### config.mk
export PLATFORM = sky130hd
export DESIGN_NAME = mem_arbiter_flat
export DESIGN_NICKNAME = d
export VERILOG_FILES = /design/src/rtl/mem_arbiter_pkg.sv /design/src/rtl/mem_arbiter_if.sv /design/src/rtl/mem_arbiter.sv /design/src/flat_wrapper.sv
export SDC_FILE = /design/constraint.sdc
export NUM_CORES = 1
export LEC_CHECK = 0
export ABC_AREA = 1
export CAP_MARGIN = 20
export CORE_AREA = 2 2 139 141
export DETAILED_ROUTE_END_ITERATION = 10
export DIE_AREA = 0 0 141 143
export GPL_TIMING_DRIVEN = 0
export SLEW_MARGIN = 0
export SYNTH_ARGS = -nofsm -noshare
export SYNTH_HDL_FRONTEND = slang
export SYNTH_SLANG_ARGS = --single-unit
### constraint.sdc
create_clock -name clk_i -period 1.1 [get_ports clk_i]
set_input_delay 0.22 -clock clk_i [delete_from_list [all_inputs] [get_ports clk_i]]
set_output_delay 0.22 -clock clk_i [all_outputs]
set_load 0.01 [all_outputs]
### src/rtl/mem_arbiter_pkg.sv
// Shared types and sizing for the two-requester cache line-fill arbiter.
package mem_arbiter_pkg;

    localparam int LineSize = 128;

    typedef enum logic {
        IDLE = 1'b0,
        BUSY = 1'b1
    } state_t;

    // 0 = instruction cache, 1 = data cache
    typedef logic req_id_t;

endpackage

### src/rtl/mem_arbiter_if.sv
// Requester-side and memory-side signals of the line-fill arbiter.
interface mem_arbiter_if #(
    parameter int LineSize = mem_arbiter_pkg::LineSize
);

    logic                req0_read_en_i;
    logic                req1_read_en_i;
    logic [31:0]         req0_addr_i;
    logic [31:0]         req1_addr_i;
    logic                req0_read_valid_o;
    logic                req1_read_valid_o;
    logic [LineSize-1:0] req_read_data_o;
    logic                mem_read_en_o;
    logic [31:0]         mem_addr_o;
    logic                mem_read_valid_i;
    logic [LineSize-1:0] mem_read_data_i;
    logic                timeout_o;
    logic                busy_o;

    // The arbiter itself sits on the slave side.
    modport slave (
        input  req0_read_en_i, req1_read_en_i, req0_addr_i, req1_addr_i,
        input  mem_read_valid_i, mem_read_data_i,
        output req0_read_valid_o, req1_read_valid_o, req_read_data_o,
        output mem_read_en_o, mem_addr_o, timeout_o, busy_o
    );

    modport master (
        output req0_read_en_i, req1_read_en_i, req0_addr_i, req1_addr_i,
        output mem_read_valid_i, mem_read_data_i,
        input  req0_read_valid_o, req1_read_valid_o, req_read_data_o,
        input  mem_read_en_o, mem_addr_o, timeout_o, busy_o
    );

endinterface

### src/rtl/mem_arbiter.sv
// Round-robin arbiter granting one of two cache refill requesters a single
// outstanding downstream line read, with a cycle-count abort.
module mem_arbiter
    import mem_arbiter_pkg::*;
#(
    parameter int LineSize      = mem_arbiter_pkg::LineSize,
    parameter int TimeoutCycles = 255
) (
    input logic          clk_i,
    input logic          rst_i,
    mem_arbiter_if.slave bus
);

    localparam logic [15:0] TimeoutLast = 16'(TimeoutCycles - 1);

    state_t              state_q, state_d;
    req_id_t             owner_q;
    req_id_t             last_q;
    req_id_t             grant_id;
    logic [15:0]         cnt_q;
    logic [31:0]         addr_q;
    logic                grant;
    logic                resp;
    logic                tmo;
    logic [LineSize-1:0] fill_data;

    // Both requesters pending: alternate away from whoever was served last.
    function automatic req_id_t rr_pick(input logic r0, input logic r1, input req_id_t last);
        if (r0 && r1) begin
            return ~last;
        end else if (r0) begin
            return 1'b0;
        end else begin
            return 1'b1;
        end
    endfunction

    always_comb begin
        state_d  = state_q;
        grant    = 1'b0;
        grant_id = owner_q;
        resp     = 1'b0;
        tmo      = 1'b0;
        case (state_q)
            IDLE: begin
                if (bus.req0_read_en_i || bus.req1_read_en_i) begin
                    grant    = 1'b1;
                    grant_id = rr_pick(bus.req0_read_en_i, bus.req1_read_en_i, last_q);
                    state_d  = BUSY;
                end
            end
            BUSY: begin
                // A response landing on the final allowed cycle still completes normally.
                if (bus.mem_read_valid_i) begin
                    resp    = 1'b1;
                    state_d = IDLE;
                end else if (cnt_q == TimeoutLast) begin
                    tmo     = 1'b1;
                    state_d = IDLE;
                end
            end
            default: state_d = IDLE;
        endcase
    end

    always_ff @(posedge clk_i) begin
        if (rst_i) begin
            state_q <= IDLE;
            owner_q <= 1'b0;
            last_q  <= 1'b1;
            cnt_q   <= 16'd0;
            addr_q  <= 32'd0;
        end else begin
            state_q <= state_d;
            if (grant) begin
                owner_q <= grant_id;
                addr_q  <= grant_id ? bus.req1_addr_i : bus.req0_addr_i;
                cnt_q   <= 16'd0;
            end else if (state_q == BUSY) begin
                cnt_q <= cnt_q + 16'd1;
            end
            if (resp || tmo) begin
                last_q <= owner_q;
            end
        end
    end

    // Status pulses are masked during reset so nothing leaks from a stale BUSY.
    assign fill_data             = bus.mem_read_data_i;
    assign bus.req_read_data_o   = fill_data;
    assign bus.mem_addr_o        = addr_q;
    assign bus.busy_o            = (state_q == BUSY) && !rst_i;
    assign bus.mem_read_en_o     = (state_q == BUSY) && !rst_i;
    assign bus.req0_read_valid_o = resp && (owner_q == 1'b0) && !rst_i;
    assign bus.req1_read_valid_o = resp && (owner_q == 1'b1) && !rst_i;
    assign bus.timeout_o         = tmo && !rst_i;

endmodule

### src/flat_wrapper.sv
// flat-port wrapper written by rule: the top's interface ports become plain ports
module mem_arbiter_flat import mem_arbiter_pkg::*;
#(
    parameter int LineSize      = mem_arbiter_pkg::LineSize,
    parameter int TimeoutCycles = 255
)
  (clk_i, rst_i, bus_req0_read_en_i, bus_req1_read_en_i, bus_req0_addr_i, bus_req1_addr_i, bus_mem_read_valid_i, bus_mem_read_data_i, bus_req0_read_valid_o, bus_req1_read_valid_o, bus_req_read_data_o, bus_mem_read_en_o, bus_mem_addr_o, bus_timeout_o, bus_busy_o);
  mem_arbiter_if #(.LineSize(LineSize)) bus_i ();
  input logic clk_i;
  input logic rst_i;
  input wire logic [$bits(bus_i.req0_read_en_i)-1:0] bus_req0_read_en_i;
  input wire logic [$bits(bus_i.req1_read_en_i)-1:0] bus_req1_read_en_i;
  input wire logic [$bits(bus_i.req0_addr_i)-1:0] bus_req0_addr_i;
  input wire logic [$bits(bus_i.req1_addr_i)-1:0] bus_req1_addr_i;
  input wire logic [$bits(bus_i.mem_read_valid_i)-1:0] bus_mem_read_valid_i;
  input wire logic [$bits(bus_i.mem_read_data_i)-1:0] bus_mem_read_data_i;
  output wire logic [$bits(bus_i.req0_read_valid_o)-1:0] bus_req0_read_valid_o;
  output wire logic [$bits(bus_i.req1_read_valid_o)-1:0] bus_req1_read_valid_o;
  output wire logic [$bits(bus_i.req_read_data_o)-1:0] bus_req_read_data_o;
  output wire logic [$bits(bus_i.mem_read_en_o)-1:0] bus_mem_read_en_o;
  output wire logic [$bits(bus_i.mem_addr_o)-1:0] bus_mem_addr_o;
  output wire logic [$bits(bus_i.timeout_o)-1:0] bus_timeout_o;
  output wire logic [$bits(bus_i.busy_o)-1:0] bus_busy_o;
  assign bus_i.req0_read_en_i = bus_req0_read_en_i;
  assign bus_i.req1_read_en_i = bus_req1_read_en_i;
  assign bus_i.req0_addr_i = bus_req0_addr_i;
  assign bus_i.req1_addr_i = bus_req1_addr_i;
  assign bus_i.mem_read_valid_i = bus_mem_read_valid_i;
  assign bus_i.mem_read_data_i = bus_mem_read_data_i;
  assign bus_req0_read_valid_o = bus_i.req0_read_valid_o;
  assign bus_req1_read_valid_o = bus_i.req1_read_valid_o;
  assign bus_req_read_data_o = bus_i.req_read_data_o;
  assign bus_mem_read_en_o = bus_i.mem_read_en_o;
  assign bus_mem_addr_o = bus_i.mem_addr_o;
  assign bus_timeout_o = bus_i.timeout_o;
  assign bus_busy_o = bus_i.busy_o;
  mem_arbiter #(.LineSize(LineSize), .TimeoutCycles(TimeoutCycles)) u_core (.clk_i(clk_i), .rst_i(rst_i), .bus(bus_i));
endmodule
* After elaboration in Yosys (flattened, before gate mapping)
Cells that the tools add are included.
** Cells by class
- Add/subtract/negate cells :: 1
- Multiply operators :: 0
- Divide/modulo/power cells :: 0
- Magnitude comparators :: 0
- Equality and inequality tests :: 1
- Shift-type cells :: 0
- Muxes and demuxes :: 15
- Bitwise operators :: 3
- Reduce and logical (&&, ||, !) cells :: 11
** Operator list (count)
- $mux W32 :: 1
- $add A16 B1 Y16 const B :: 1
- $eq A16 B8 Y1 const B :: 1
- $mux W1 :: 13
- $logic_and A1 B1 Y1 :: 7
- $not A1 Y1 :: 3
- $logic_or A1 B1 Y1 :: 2
- $pmux W1 S2 :: 1
- $reduce_or A2 Y1 :: 1
- $logic_not A1 Y1 :: 1
** Word-level totals
- Register bits after elaboration :: 51
- Latch bits :: 0
- Memory bits (writable) :: 0
- ROM bits :: 0
- Bits of input ports :: 197
- Output and inout bits :: 165
- Memories :: 0

* Depth between registers and ports, before layout
- Word-level depth :: 5
- Gate-level depth with buffers :: 9

* Worst setup path before layout
No wires, ideal clock.
- Path kind :: register -> output
- From :: register u_core.state_q
- To :: output bus_timeout_o
- Arrival time :: 1087 ps
- Required time :: 880 ps
- Slack :: -207 ps
- Cell stages (with the launch flop) :: 5
- Path buffers :: 0
- Path through :: dfxtp_1 inv_2 nor2_1 inv_1 nor3_1
** On the way
- Cells in the longest elaborated chain, start to end :: 2
** RTL lines
- from (decl) :: line mem_arbiter.sv:16 : state_t state_q, state_d;
- from (signal assigned) :: line mem_arbiter.sv:74 : state_q <= state_d;
- $mux W1 :: line mem_arbiter.sv:44 : case (state_q)
- $logic_and A1 B1 Y1 :: line mem_arbiter.sv:96 : assign bus.timeout_o = tmo && !rst_i;
- to (decl) :: line flat_wrapper.sv:22 : output wire logic [$bits(bus_i.timeout_o)-1:0] bus_timeout_o;
No other way between the ends.

* Final worst setup path
- From :: register u_core.cnt_q[0]
- To :: output bus_timeout_o
** On the way
- Cells in the longest elaborated chain, start to end :: 5
** RTL lines
- from (decl) :: line mem_arbiter.sv:20 : logic [15:0] cnt_q;
- from (signal assigned) :: line mem_arbiter.sv:80 : cnt_q <= cnt_q + 16'd1;
- $eq A16 B8 Y1 :: line mem_arbiter.sv:57 : end else if (cnt_q == TimeoutLast) begin
- $mux W1 :: line mem_arbiter.sv:57
- $mux W1 :: line mem_arbiter.sv:54 : if (bus.mem_read_valid_i) begin
- $mux W1 :: line mem_arbiter.sv:44
- $logic_and A1 B1 Y1 :: line mem_arbiter.sv:96
No other way between the ends.

==> run metrics <==
ys async rst share 0%; Final Cell Area 7506 um2; Main synth FF type dfxtp_1; WS Path Type flip-flop to output pin; Post-Synthesis Cells 528; mapped cell area 3502 um2; Slew Limit Fails 0; clock-pin slew on the worst setup and hold paths 70 ps; Die Wd 141 um; drt wl/cell 13.45 um; Reg-to-Reg Start u_core.state_q; hold_buf cts 0; Ys Warns 0; Final period util 147.2%; 1st-iter DRT viols 118; maxcap violations 0; gr ovfl total 0; vias 4,066; sequential fraction of the synthesis area 29.15%; EDFF count, synth 0; Worst path slowest cell dfxtp_4; Hold Slack 444.7 ps; Pre-antenna DRT Iters 4; Place WS -1022 ps; delay-heaviest family, CP simple AND/OR/NAND/NOR gates; Hold Fails Final Rpt 0; RR Endpoint u_core.bus.mem_addr_o[7]; GRT Overall Usage 12.50%; endpoint type of the worst setup path output pin; WHS Path Cells 2; Mean Syn Cell Area 6.633 um2; antenna diode count 0; GPL Wtd Cong 0.7625; Rel. slew slack 72.91%; Pwr Total 6.660 mW; Crit path required time 880 ps; synthesized flop and latch total 51; CTS Buf Count 5; startpoint types flip-flop; I/O Buffers 233; first-pass GRT wire length 19,500 um; clk_skew 6.817 ps; hold wc startpoint rst_i; worst path buffer plus inverter count 2; DRC errors left 0; TritonCTS clock tree done; CTS sink cnt 51; area of the core 18,580 um2; CP max FO 2; R2R setup slack -360 ps; htree depth 2; largest stage delay on the critical path 360 ps; syn_nets 727; Static Leak 3.337 nW; CTS Buffer Depth 2; Post-DP HPWL 10,130 um; count of cell types in the netlist 24; area grow syn2layout 114.3%; Starting Density 18.85%; I/O pin cnt 362; die height 143 um; commonest non-fill, non-tap cell in the layout clkdlybuf4s50_1; Worst-Skew Late Latency 300 ps; most frequent cells in the layout 191 x clkdlybuf4s50_1, 141 x buf_4, 77 x nand2_1; full die area 20,160 um2; share of layout cells above drive strength 1 48.09%; Register-to-Register Path Depth 10; placed instance area 6182 um2; Total Nets Final 1,009; Pwr Density 887.3 nW/um2; fill count 1,878; Data arrival, critical path 1400 ps; initial antenna violation count 0; hold crit path type input port to flip-flop; Fmax 617.5 MHz; row cnt 50; pin count of the biggest net entering global routing 16; WHS Endpoint u_core.owner_q; Tmin final 1619 ps; aggregate routed wire length 14,060 um; final setup violation count 55; RSZ-0062 raised after global routing true; violated checks negative setup slack; VDD IR-drop max 541.0 uV; post-DR vias/cell 3.891; CTS root buffer clkbuf_16; status finished, violations left; CP Cell Sequence inv_4 > ha_4 > nand2_2 > nor2_2 > nand3_2 > nor3_4 > buf_6; vias in the first global route 3,760; Critical path origin u_core.cnt_q[0]; Detail Route Antenna Nets 0; Worst-Margin Slew 406.3 ps; final worst setup slack -519.5 ps
-- Yosys cell counts (2+ instances only) --
cell type  number  share of area [%]
dfxtp_1        51                 29
ha_1            2               0.71
nand2_1       127                 14
nor3_1          8                1.1
a21oi_1        12                1.7
inv_2           2               0.21
nand4_1         4               0.71
nor2_1         61                6.5
o21ai_0         5               0.71
nand3_1        10                1.4
buf_4         135                 29
buf_2           8                1.1
o21ai_1        37                5.3
inv_1          52                5.6
nand2_2         3               0.54
nor2_2          3               0.54
-- logic make-up (layout without fill, tap and decap cells) --
group | Yosys count | count (layout) | share of synthesized area, %
adder cells (fa/ha/maj) | 2 | 2 | 0.7144
AO/OA/AOI/OAI | 55 | 55 | 8.182
flip-flops | 51 | 51 | 29.15
XOR/XNOR | 1 | 1 | 0.2501
buffers and inverters | 199 | 481 | 36.30
AND/OR/NAND/NOR | 220 | 221 | 25.40
-- sequential cells by signal (all words and copies together), names as in the netlist --
name	flops
u_core.last_q	1
u_core.cnt_q	16
u_core.owner_q	1
u_core.state_q	1
u_core.bus.mem_addr_o	32
-- metrics by stage --
step / std cells / TNS (ps) / utilization [%]
after floorplan: 528 / -1296 / -
after global placement: 995 / -36170 / 33.27
after detailed placement: 995 / -37700 / 33.27
after CTS: 1042 / -14320 / 39.03
after global routing: 1045 / -17530 / 40.40
final: 1045 / -14280 / 40.40
-- layout make-up --
cell class / instances / area [um2] / area share (%)
multi-input cells: 279 / 1864 / 24.84
inverters: 54 / 216.5 / 2.884
clock inverters: 1 / 8.758 / 0.1167
clock buffers: 7 / 142.6 / 1.900
flip-flops and latches: 51 / 1056 / 14.07
repair buffers: 277 / 2746 / 36.59
well taps: 234 / 292.8 / 3.901
plain buffers: 142 / 1179 / 15.70
-- worst max-delay path by stage --
stage	endpoint	slack, ps	cells past startpoint
2_1_floorplan	u_core.cnt_q[14]	-60	8
3_3_place_gp	bus_timeout_o	-1020	5
3_5_place_dp	bus_timeout_o	-1020	5
4_1_cts	bus_timeout_o	-650	7
5_1_grt	bus_timeout_o	-620	7
6_report	bus_timeout_o	-520	7
-- where the power goes --
part | leakage, nW | switching [mW] | total (mW) | internal (mW)
logic | 2.83 | 1.21 | 2.88 | 1.67
clock network | 0.0741 | 0.791 | 1.71 | 0.915
registers | 0.427 | 0.0811 | 2.07 | 1.99
-- what timing repair did --
item | CTS | global route
buffers inserted | 31 | 14
gates cloned | 10 | 1
resized for setup | 287 | 133
setup endpoints to repair | 90 | 71
pin swaps | 39 | 59
-- metal layers --
metal	share of wire [%]	GRT usage, %	up-vias
li1	-	-	2052
met1	37	14.17	1829
met2	54	22.88	179
met3	8.3	4.259	6
met4	0.63	2.526	0
met5	0	0	-
Note: power is estimated with default switching activity, not from simulation.
